[config.mk]
export PLATFORM = sky130hd
export DESIGN_NAME = param_sync_fifo
export DESIGN_NICKNAME = d
export VERILOG_FILES = /design/src/rtl/param_sync_fifo.sv
export SDC_FILE = /design/constraint.sdc
export NUM_CORES = 1
export LEC_CHECK = 0
export CORE_MARGIN = 1.5
export CORE_UTILIZATION = 45
export DETAILED_ROUTE_END_ITERATION = 8
export PLACE_DENSITY = 0.68
export SETUP_SLACK_MARGIN = 0.1
export SLEW_MARGIN = 10
export SYNTH_ARGS = -nofsm -noshare
export SYNTH_HDL_FRONTEND = slang
export SYNTH_SLANG_ARGS = --single-unit
[constraint.sdc]
create_clock -name r_clk -period 5.9 [get_ports r_clk]
set_input_delay 1.18 -clock r_clk [delete_from_list [all_inputs] [get_ports r_clk]]
set_output_delay 1.18 -clock r_clk [all_outputs]
set_load 0.03 [all_outputs]
[src/rtl/param_sync_fifo.sv]
// param_sync_fifo: single-clock FIFO with configurable width and power-of-two depth.
// Provides a live fill level, almost-full/almost-empty thresholds and sticky
// overflow/underflow flags.
// Define PARAM_SYNC_FIFO_FWFT_EN at compile time for first-word-fall-through reads.
// Without it, d_out is a registered output that updates on each accepted read.
module param_sync_fifo #(
    parameter int W     = 8,
    parameter int D     = 32,
    parameter int AF_TH = D - 4,
    parameter int AE_TH = 4
) (
    input  logic                 r_clk,
    input  logic                 w_rst,
    input  logic                 w_en,
    input  logic [W-1:0]         d_in,
    input  logic                 r_en,
    input  logic                 clr_err,
    output logic [W-1:0]         d_out,
    output logic                 full,
    output logic                 empty,
    output logic                 almost_full,
    output logic                 almost_empty,
    output logic [$clog2(D):0]   level,
    output logic                 overflow,
    output logic                 underflow
);

    localparam int AW = $clog2(D);
    localparam logic [AW:0] D_LVL  = (AW+1)'(D);
    localparam logic [AW:0] AF_LVL = (AW+1)'(AF_TH);
    localparam logic [AW:0] AE_LVL = (AW+1)'(AE_TH);

    logic [W-1:0] mem [D];

    logic [AW:0] wr_ptr_q, wr_ptr_d;
    logic [AW:0] rd_ptr_q, rd_ptr_d;
    logic [AW:0] level_q, level_d;
    logic        full_q, full_d;
    logic        empty_q, empty_d;
    logic        afull_q, afull_d;
    logic        aempty_q, aempty_d;
    logic        ovf_q, ovf_d;
    logic        unf_q, unf_d;
    logic        wr_acc, rd_acc;

    // Accept decisions use the registered flags, and all flags derive from next-state level.
    always_comb begin
        wr_acc   = w_en && !full_q;
        rd_acc   = r_en && !empty_q;
        wr_ptr_d = wr_ptr_q + (AW+1)'(wr_acc);
        rd_ptr_d = rd_ptr_q + (AW+1)'(rd_acc);
        level_d  = level_q + (AW+1)'(wr_acc) - (AW+1)'(rd_acc);
        full_d   = (level_d == D_LVL);
        empty_d  = (level_d == '0);
        afull_d  = (level_d >= AF_LVL);
        aempty_d = (level_d <= AE_LVL);
        // A rejected request in the same cycle takes priority over clr_err.
        ovf_d    = (w_en && full_q)  ? 1'b1 : (clr_err ? 1'b0 : ovf_q);
        unf_d    = (r_en && empty_q) ? 1'b1 : (clr_err ? 1'b0 : unf_q);
    end

    // Control state register; reset discards contents by zeroing pointers and level.
    always_ff @(posedge r_clk) begin
        if (w_rst) begin
            wr_ptr_q <= '0;
            rd_ptr_q <= '0;
            level_q  <= '0;
            full_q   <= 1'b0;
            empty_q  <= 1'b1;
            afull_q  <= 1'b0;
            aempty_q <= 1'b1;
            ovf_q    <= 1'b0;
            unf_q    <= 1'b0;
        end else begin
            wr_ptr_q <= wr_ptr_d;
            rd_ptr_q <= rd_ptr_d;
            level_q  <= level_d;
            full_q   <= full_d;
            empty_q  <= empty_d;
            afull_q  <= afull_d;
            aempty_q <= aempty_d;
            ovf_q    <= ovf_d;
            unf_q    <= unf_d;
        end
    end

    // Storage array is never reset; only accepted writes update it.
    always_ff @(posedge r_clk) begin
        if (!w_rst && wr_acc) begin
            mem[wr_ptr_q[AW-1:0]] <= d_in;
        end
    end

`ifdef PARAM_SYNC_FIFO_FWFT_EN
    // Head word is presented combinationally from registered state; zero when empty.
    always_comb begin
        d_out = empty_q ? '0 : mem[rd_ptr_q[AW-1:0]];
    end
`else
    logic [W-1:0] dout_q, dout_d;

    // Registered read data holds until the next accepted read.
    always_comb begin
        dout_d = rd_acc ? mem[rd_ptr_q[AW-1:0]] : dout_q;
    end

    // Read data register, cleared by reset.
    always_ff @(posedge r_clk) begin
        if (w_rst) begin
            dout_q <= '0;
        end else begin
            dout_q <= dout_d;
        end
    end

    assign d_out = dout_q;
`endif

    assign full         = full_q;
    assign empty        = empty_q;
    assign almost_full  = afull_q;
    assign almost_empty = aempty_q;
    assign level        = level_q;
    assign overflow     = ovf_q;
    assign underflow    = unf_q;

endmodule

==> summary.txt <==
Top cells by area, synth: edfxtp_1 69%, mux4_2 9.5%, dfxtp_1 5.4%
Worst-Margin Slew: 1.14 ns
Clock sink total: 286
Share of the synthesized area in the top cell type: 0.691
Die height: 160 um
Crit start category: input pin
Reg-to-Reg Start: rd_ptr_q[0]
EDFF count, synth: 256
Tmin final: 3.72 ns
Max Root-Sink Buffers: 3
Initial core utilization: 0.457
# DRC: 0
Setup_tns: 0 ns
R2R depth: 5
Yosys warning count: 0
Hold depth: 1
Fillers: 1893
R2R Path End: d_out[4]
DRT iter0 DRCs: 507
Global Route met3 Usage: 0.0294
Post-Route WL: 23400 um
WL per Instance: 23.8 um
P&R area growth vs syn: 12.5%
Pwr dens: 383 nW/um2
Final worst setup slack: 2.18 ns
CTS root buf: clkbuf_16
Synth Cell Area: 11100 um2
Slowest cell on crit path: clkdlybuf4s50_1
CP max stage delay: 0.81 ns
Clock tree from TritonCTS: yes
Yosys cell types: 38
Vias in the first global route: 5827
Placement Setup Slack: 1.61 ns
Nets: 657
Ratio of cells with drive above 1 in the final layout: 0.160
Max Fclk: 269 MHz
Leak pwr: 3.94 nW
Post-route ant nets: 0
Most frequent cells in the layout: 256 x edfxtp_1, 51 x nor2_1, 47 x mux4_2
Die X: 160 um
Commonest non-fill, non-tap cell in the layout: edfxtp_1
GRT Overall Usage: 0.187
Min-delay src: d_out[1]
Inserted Clock Buffers: 27
Worst Hold End: d_out[1]
Worst Clk Skew: 0.0256 ns
Largest net degree at the start of global routing: 53
Grt ovf: 0
Post-cts resize count: 0
R2R Setup Slk: 2.88 ns
Hold WC Path Type: reg2reg
GR met1 Demand/Resource: 0.256
Crit Path Class: in2reg
I/O Buffers: 32
Cells along the critical path: clkdlybuf4s50_1 > inv_1 > nand4_1 > nor2_1
Slew margin rel.: 0.239
RSZ-0062 raised after global routing: no
Gpl congestion: 0.828
Synth Instances: 601
Min Hold Slack: 0.474 ns
Clk_lat worst skew: 0.54 ns
Pre-Repair DR Iteration Count: 4
Most used routing layer: met2
Detailed placement HPWL: 14600 um
Number of H-tree levels: 1
Setup Buffers After CTS: 0
Avg Cell Area, Syn: 18.5 um2
Max-Cap Viols: 0
Final Hold Viols: 0
Req. time, crit path: 6.05 ns
Worst VDD drop: 215 uV
Hold_buf cts: 0
Post-synthesis sequential area ratio: 0.745
Initial antenna violation count: 0
Status: finished clean
First-pass GRT wire length: 35800 um
Final Cycle Share: 0.631
Max-slew violations: 0
Data arrival, critical path: 3.87 ns
Synth area leader: edfxtp_1
Ys async rst share: 0
DR vias/cell: 5.72
DR vias: 5608
Crit end category: flop
Core Region: 24300 um2
M2 GR Usage: 0.307
Ys flop type: edfxtp_1
CP max FO: 22
FF+latch count, synth: 286
DIE AREA: 25700 um2
Synth Net Count: 623
FP Rows: 57
I/O pins: 33
CTS clk-pin slew, worst paths: 0.06 ns
ANT cells: 0
# setup viols final: 0
-- registers in the layout, indices dropped and copies added, names as in the netlist, 5 cells and up --
signal / cells
level: 6
d_out: 8
rd_ptr_q: 5
wr_ptr_q: 5
mem: 256
-- per-stage QoR --
stage	utilization	power [mW]	std cells	area, um2
final	0.514	4.79	980	12500
after floorplan	-	3.00	601	11100
after global placement	0.482	3.21	930	11700
after detailed placement	0.481	3.23	930	11700
after CTS	0.515	4.82	980	12500
after global routing	0.514	4.96	980	12500
-- layout make-up --
cell class                      instances  area [um2]  share of cell area
Clock buffer                           39         751              0.0600
Sequential cell                       286        8290               0.663
Timing Repair Buffer                   39         348              0.0278
Multi-Input combinational cell        273        2610               0.209
Inverter                                8        30.0             0.00240
Clock inverter                         11        66.3             0.00530
Tap cell                              324         405              0.0324
-- worst max-delay path, delay by kind of cell --
family | cells | cell delay (ns)
buf+inv | 2 | 1.21
simple gates | 2 | 1.47
-- cell families (layout without fill, tap and decap cells) --
logic type | count (synthesis) | in the layout | synth area share
DFF | 286 | 286 | 0.745
buffers and inverters | 42 | 97 | 0.0197
muxes | 80 | 80 | 0.126
adders and majority gates | 9 | 9 | 0.0108
and+or+nand+nor | 102 | 102 | 0.0416
AOI/OAI and AO/OA | 70 | 70 | 0.0468
xor gates and xnor gates | 12 | 12 | 0.00945
-- synth_stat cells, types with 8 or more instances --
master and number:
nand2_1 20, nor2b_1 8, clkbuf_1 18, a211oi_1 10
inv_1 8, dfxtp_1 30, nor2_1 51, a22oi_1 18
a32o_1 8, o221ai_1 8, mux2i_1 32, o22ai_1 8
mux4_2 47, ha_1 8, a21oi_1 11, edfxtp_1 256
-- how the worst max path moves through the flow --
stage,to,startpoint
final,mem[3][3],w_rst
after global routing,mem[3][0],w_rst
after CTS,mem[3][0],w_rst
after detailed placement,mem[3][0],w_rst
after global placement,mem[15][1],w_rst
after floorplan,empty,r_en
-- routing by layer --
| layer | part of all wire | wire length, um | vias up |
|---|---|---|---|
| li1 | - | - | 2481 |
| met2 | 0.50 | 11600 | 182 |
| met1 | 0.42 | 9930 | 2899 |
| met4 | 0.028 | 645 | 0 |
| met3 | 0.051 | 1190 | 46 |
| met5 | 0 | 0 | - |
-- power by group --
| group | switching (mW) | total, mW | internal (mW) |
|---|---|---|---|
| Clock | 0.711 | 1.60 | 0.888 |
| Sequential | 0.0984 | 2.37 | 2.27 |
| Combinational | 0.437 | 0.821 | 0.384 |
| Total | 1.25 | 4.79 | 3.54 |
(Power assumes the default switching activity.)
